### config.mk
export PLATFORM = sky130hd
export DESIGN_NAME = axi4_lite_wr_slave_ctrl
export DESIGN_NICKNAME = d
export VERILOG_FILES = /design/src/rtl/axi4_lite_wr_slave_ctrl.sv
export SDC_FILE = /design/constraint.sdc
export NUM_CORES = 1
export LEC_CHECK = 0
export ABC_AREA = 1
export BUFFER_PORTS_ARGS = -buffer_cell sky130_fd_sc_hd__buf_2
export CORE_MARGIN = 2
export CORE_UTILIZATION = 40
export DETAILED_ROUTE_END_ITERATION = 8
export GPL_TIMING_DRIVEN = 0
export PLACE_DENSITY = 0.75
export SYNTH_ARGS = -nofsm -noshare
export SYNTH_HDL_FRONTEND = slang
export SYNTH_SLANG_ARGS = --single-unit
### constraint.sdc
create_clock -name ACLK -period 1.3 [get_ports ACLK]
set_input_delay 0.065 -clock ACLK [delete_from_list [all_inputs] [get_ports ACLK]]
set_output_delay 0.065 -clock ACLK [all_outputs]
set_load 0.02 [all_outputs]
### src/rtl/axi4_lite_wr_slave_ctrl.sv
// AXI4-Lite write-only slave: joins the AW and W channels, issues one memory write strobe and
// returns a B response. Only one transaction is in flight at a time.
module axi4_lite_wr_slave_ctrl #(
   parameter int unsigned ADDR_WIDTH = 32,
   parameter int unsigned DATA_WIDTH = 32,
   parameter int unsigned MEM_DEPTH  = 4096
) (
   input  logic                         ACLK,
   input  logic                         ARESETN,
   input  logic [ADDR_WIDTH-1:0]        AWADDR,
   input  logic                         AWVALID,
   output logic                         AWREADY,
   input  logic [DATA_WIDTH-1:0]        WDATA,
   input  logic [DATA_WIDTH/8-1:0]      WSTRB,
   input  logic                         WVALID,
   output logic                         WREADY,
   output logic [1:0]                   BRESP,
   output logic                         BVALID,
   input  logic                         BREADY,
   output logic                         mem_we,
   output logic [$clog2(MEM_DEPTH)-1:0] mem_addr,
   output logic [DATA_WIDTH-1:0]        mem_wdata,
   output logic [DATA_WIDTH/8-1:0]      mem_wstrb
);

   localparam int unsigned IdxW  = $clog2(MEM_DEPTH);
   localparam int unsigned WordW = ADDR_WIDTH - 2;
   localparam int unsigned StrbW = DATA_WIDTH / 8;
   localparam logic [WordW-1:0] DepthWord = WordW'(MEM_DEPTH);
   localparam logic [1:0] RespOkay   = 2'b00;
   localparam logic [1:0] RespSlverr = 2'b10;

   typedef enum logic [2:0] {
      StIdle,
      StAddrHeld,
      StDataHeld,
      StWrite,
      StResp
   } state_e;

   state_e                 state_q, state_d;
   logic [WordW-1:0]       word_q, word_d;
   logic [DATA_WIDTH-1:0]  wdata_q, wdata_d;
   logic [StrbW-1:0]       wstrb_q, wstrb_d;
   logic [1:0]             bresp_q, bresp_d;
   logic                   awready_q, awready_d;
   logic                   wready_q, wready_d;
   logic                   bvalid_q, bvalid_d;
   logic                   mem_we_q, mem_we_d;
   logic                   aw_hs, w_hs;
   logic                   unused_addr_lsbs;

   // Byte offset within a word never affects the word index.
   assign unused_addr_lsbs = ^AWADDR[1:0];

   always_comb begin
      state_d   = state_q;
      word_d    = word_q;
      wdata_d   = wdata_q;
      wstrb_d   = wstrb_q;
      bresp_d   = bresp_q;
      // Ready flags are low in WRITE/RESP, so handshakes there cannot occur.
      aw_hs     = AWVALID && awready_q;
      w_hs      = WVALID && wready_q;

      if (aw_hs) begin
         word_d = AWADDR[ADDR_WIDTH-1:2];
      end
      if (w_hs) begin
         wdata_d = WDATA;
         wstrb_d = WSTRB;
      end

      unique case (state_q)
         StIdle: begin
            if (aw_hs && w_hs) begin
               state_d = StWrite;
            end else if (aw_hs) begin
               state_d = StAddrHeld;
            end else if (w_hs) begin
               state_d = StDataHeld;
            end
         end
         StAddrHeld: begin
            if (w_hs) begin
               state_d = StWrite;
            end
         end
         StDataHeld: begin
            if (aw_hs) begin
               state_d = StWrite;
            end
         end
         StWrite: begin
            state_d = StResp;
            bresp_d = (word_q < DepthWord) ? RespOkay : RespSlverr;
         end
         StResp: begin
            if (bvalid_q && BREADY) begin
               state_d = StIdle;
            end
         end
         default: state_d = StIdle;
      endcase

      // Outputs are registered: derive them from the state being entered.
      awready_d = (state_d == StIdle) || (state_d == StDataHeld);
      wready_d  = (state_d == StIdle) || (state_d == StAddrHeld);
      bvalid_d  = (state_d == StResp);
      mem_we_d  = (state_d == StWrite) && (word_d < DepthWord);
   end

   always_ff @(posedge ACLK or negedge ARESETN) begin
      if (!ARESETN) begin
         state_q   <= StIdle;
         word_q    <= '0;
         wdata_q   <= '0;
         wstrb_q   <= '0;
         bresp_q   <= RespOkay;
         awready_q <= 1'b0;
         wready_q  <= 1'b0;
         bvalid_q  <= 1'b0;
         mem_we_q  <= 1'b0;
      end else begin
         state_q   <= state_d;
         word_q    <= word_d;
         wdata_q   <= wdata_d;
         wstrb_q   <= wstrb_d;
         bresp_q   <= bresp_d;
         awready_q <= awready_d;
         wready_q  <= wready_d;
         bvalid_q  <= bvalid_d;
         mem_we_q  <= mem_we_d;
      end
   end

   assign AWREADY   = awready_q;
   assign WREADY    = wready_q;
   assign BVALID    = bvalid_q;
   assign BRESP     = bresp_q;
   assign mem_we    = mem_we_q;
   assign mem_addr  = word_q[IdxW-1:0];
   assign mem_wdata = wdata_q;
   assign mem_wstrb = wstrb_q;

endmodule

=== Word level (Yosys, flattened, before mapping) ===
Index checks and enable logic that the tools add are counted.

* Register bits: 75
* Word-level logic and storage cells: 37
* Bits of input ports: 73
* Output and inout bits: 54

* Reduce and logical (&&, ||, !) cells: 9
* Mux-type cells: 9
* Equal/unequal tests: 8
* Magnitude comparators: 2

{| class="wikitable"
|+ Operator list
! operator !! number
|-
| less-than comparator 30 x 13 -> 1 bit (second input constant) || 2
|-
| two-way mux 30 bit || 1
|-
| two-way mux 3 bit || 6
|-
| one-hot mux 3 bit (5 select lines) || 1
|-
| equality test 3 x 2 -> 1 bit (second input constant) || 4
|-
| equality test 3 x 1 -> 1 bit (second input constant) || 2
|-
| equality test 3 bit (second input constant) || 2
|-
| zero test 3 bit || 2
|-
| logical AND 1 bit || 5
|-
| logical OR 1 bit || 2
|-
| two-way mux 2 bit || 1
|}

=== Depth between registers and ports, before layout ===
* Word-level depth: 7
* Depth in mapped cells: 10
* Gate-level depth less buffers: 9

=== Worst setup path after synthesis ===
Ideal clock, no wire load.

* Path kind: flip-flop to flip-flop
* From: reg awready_q, in the netlist AWREADY
* To: reg mem_we_q, in the netlist mem_we
* Clock period less this slack: 1.328 ns
* Required time: 1.231 ns
* Buffers on the path: 2
* Cell stages (with the launch flop): 11
* Library setup time: 0.069 ns
* Path slack: -0.028 ns
* Data arrival time: 1.259 ns
* Cell sequence: dfrtp_1 > buf_4 > nand2_4 > buf_6 > nand2_1 > nand2_2 > nor2_1 > nand2_1 > nor2_1 > nand2_1 > nor2_2

* Elaborated cells between the ends (all ways): 10
* Those cells by class: 1 x order compare; 1 x eq/ne; 5 x mux; 3 x reduce/logical

{| class="wikitable"
|+ RTL lines
! what !! RTL line !! RTL
|-
| start, declared || 46 || <nowiki>logic awready_q, awready_d;</nowiki>
|-
| start signal, assigned || 130 || <nowiki>awready_q <= awready_d;</nowiki>
|-
| logical AND 1 bit || 63 || <nowiki>aw_hs = AWVALID && awready_q;</nowiki>
|-
| two-way mux 30 bit || 66 || <nowiki>if (aw_hs) begin</nowiki>
|-
| via word_d[27] || 42 || <nowiki>logic [WordW-1:0] word_q, word_d;</nowiki>
|-
| less-than comparator 30 x 13 -> 1 bit || 110 || <nowiki>mem_we_d = (state_d == StWrite) && (word_d < DepthWord);</nowiki>
|-
| logical AND 1 bit || 110 ||
|-
| via mem_we_d || 49 || <nowiki>logic mem_we_q, mem_we_d;</nowiki>
|-
| end signal, assigned || 133 || <nowiki>mem_we_q <= mem_we_d;</nowiki>
|-
| end, declared || 49 ||
|}

The timed path passes the listed nets, and every way through them passes these cells.
A chain may end at the register's enable or synchronous reset.

=== Final worst setup path ===
Ends and elaborated chain as after synthesis.

==> metrics.cfg <==
[run_status]
status=finished with violations
violations=negative setup slack

[worst_setup_path]
worstPathArrival_ps=1570
cp_common_cell=nand2_1
required_ps=1560
cpMaxStageDelayCell=dfrtp_2
critPathMaxStageDelay_ps=440
r2r.worst_path.cells=9
critPathLaunchType=flop
crit_start=AWREADY
reg2reg_from=AWREADY
end_kind=flop
worstPathMaxFanout=10
worstSetupPathType=flop to flop
cp_cell_sequence=nand2_4, buf_8, nand2_1, nand2_1, nor2_1, nand2_1, nor2_2, nand2_1, nor2_2

[logic_synthesis]
synth_top_area_share_pct=59.9
ys_top_cells_by_area=dfrtp_1 60%, nand2_1 22%, buf_4 3.4%, nand2_2 3.2%, nand3_1 3.1%
yosys.area.top_type=dfrtp_1
ys_warn_count=0
yosysUniqueCellTypes=19
syn_area_per_cell_sq_um=8.64
ys_ff_latch=74
seq_area_frac_synth_pct=59.9
syn-num-nets=431
synthCells=358
synth_area_sq_mm=0.00309

[global_routing]
grt_pass1_wl_mm=13.0
grt_max_degree=75
grt_remaining_overflow=0
first_global_vias=2959
grt_usage_pct=19.3
antenna_found_initial=0

[routing]
drc=0
drtAntennaViolNets=0
drt-initial-drc-count=75
vias_per_cell=4.42
dr_total_vias=2925
dr.pass1.iters=4
totalWireLength_mm=7.68
wl_per_cell_um=11.6

[floorplan]
core_sq_mm=0.00761
die_y_um=91.9
die-area_sq_mm=0.00845
io-pin-count=127
rows=32
start_util_pct=40.6
die_w_um=91.9

[final_layout]
layout_commonest_cell=nand2_1
drive_above_1_share_pct=33.9
insertedDiodeCount=0
areaGrowthSynthToFinish_pct=53.0
seqCellArea_sq_mm=0.00185
fillers=648
layout.nets=628
final_cell_mix=178 x nand2_1, 125 x buf_2, 73 x dfrtp_1
multi_input_area_sq_mm=0.00103

[sta]
finClkSkew_ps=7.52
tightest_slew_ps=887
relSlewSlack_pct=40.9
drv_slew=0
tns_ps=-3.53
fmax_mhz=767
fin_ws_ps=-3.53
hold_viol=0
rsz0062_at_grt=true
finalCritPeriodShare_pct=100
setup_viol=1
whs_ps=31.3
period_needed_ps=1300

[run]
cap_violations=0

[cts]
cts-root-buf=clkbuf_8
cts_tree=done
htree_levels=3
clock-sinks=74
clk_pin_slew_ps=80
clkLatencyLatePin_ps=330
clock_path_buffers=2
numCtsBuffers=9

[pwr]
max-vdd-ir-drop_mv=1.23
power_density_mw_per_mm2=2240
power_mw=10.6
p_leak_nw=2.62

[min_path]
hp-start=AWADDR[15]
min_path_type=input port to flop
hold_depth=3

[place]
place_congestion=0.797
port_buffers=122
dp_hpwl_mm=4.89

-- critical path, delay by kind of cell (launching register included) --
| kind | cells | cell delay, ps |
|---|---|---|
| DFF | 1 | 440 |
| and+or+nand+nor | 8 | 640 |
| buffers and inverters | 1 | 150 |
-- layer usage --
layer / wire (um) / up-vias / GRT usage (%)
met3: 374 / 2 / 3.37
met1: 3280 / 1374 / 23.0
li1: - / 1476 / -
met5: 0 / - / 0
met4: 36 / 0 / 7.84
met2: 3980 / 73 / 34.5
-- cells in the mapped netlist --
library cell	instances
conb_1	1
clkbuf_1	5
dfrtp_1	74
buf_2	6
nor2_2	1
nand2_1	180
nand2_4	1
nand3_1	19
inv_2	2
buf_6	3
nand4_1	4
nand2_2	16
inv_1	6
nor3_1	1
nand3b_1	1
nor2_1	22
o21ai_1	1
buf_4	14
o21ai_0	1
-- power by group --
group	switching [mW]	internal, mW	leakage (nW)
registers	0.647	3.41	0.909
logic	2.82	1.79	1.61
clock network	0.836	1.08	0.105
-- final timing paths --
kind,endpoint,slack [ps]
setup / recovery,mem_we,-4
hold / removal,word_q[13],30
setup reg to reg,mem_we,-4
hold reg to reg,mem_wdata[3],480
max in group asynchronous,AWREADY,250
min in group asynchronous,mem_wdata[9],420
-- registers in the layout, summed over array words and instances, names as in the netlist --
register,cells
AWREADY,1
mem_wstrb,4
mem_wdata,32
state_q,3
mem_we,1
BVALID,1
word_q,30
BRESP,1
WREADY,1
-- per-stage QoR --
step	setup slack, ps	cells	utilization (%)	instance area [sq um]
floorplan	3.87	358	-	3100
global placement	-365	582	50.4	3830
detailed placement	-92.9	582	50.4	3840
CTS	-19.3	662	61.9	4710
global route	-100	662	62.2	4730
finish	-3.53	662	62.2	4730
-- layout make-up --
class                           count  area share, %
Sequential cell                    74           39.2
Clock buffer                        9           2.62
Multi-Input combinational cell    248           21.8
Tap cell                          102           2.70
Clock inverter                      7           1.98
Inverter                            8          0.688
Timing Repair Buffer              188           26.9
Buffer                             26           4.13
-- repair_timing --
item | CTS | global route
buffers inserted | 1 | 0
endpoints found under the hold margin | 138 | 0
pin swaps | 1 | 4
hold buffers | 65 | 0
resized for setup | 4 | 13
setup endpoints to repair | 13 | 35
-- cells by family (layout without fill, tap and decap cells) --
family | Yosys count | after routing | share of synthesized area (%)
other | 1 | 1 | 0.121
AND/OR/NAND/NOR | 245 | 245 | 32.6
buffers and inverters | 36 | 238 | 7.04
AO/OA/AOI/OAI | 2 | 2 | 0.323
flip-flops | 74 | 74 | 59.9
(Power assumes the default switching activity.)
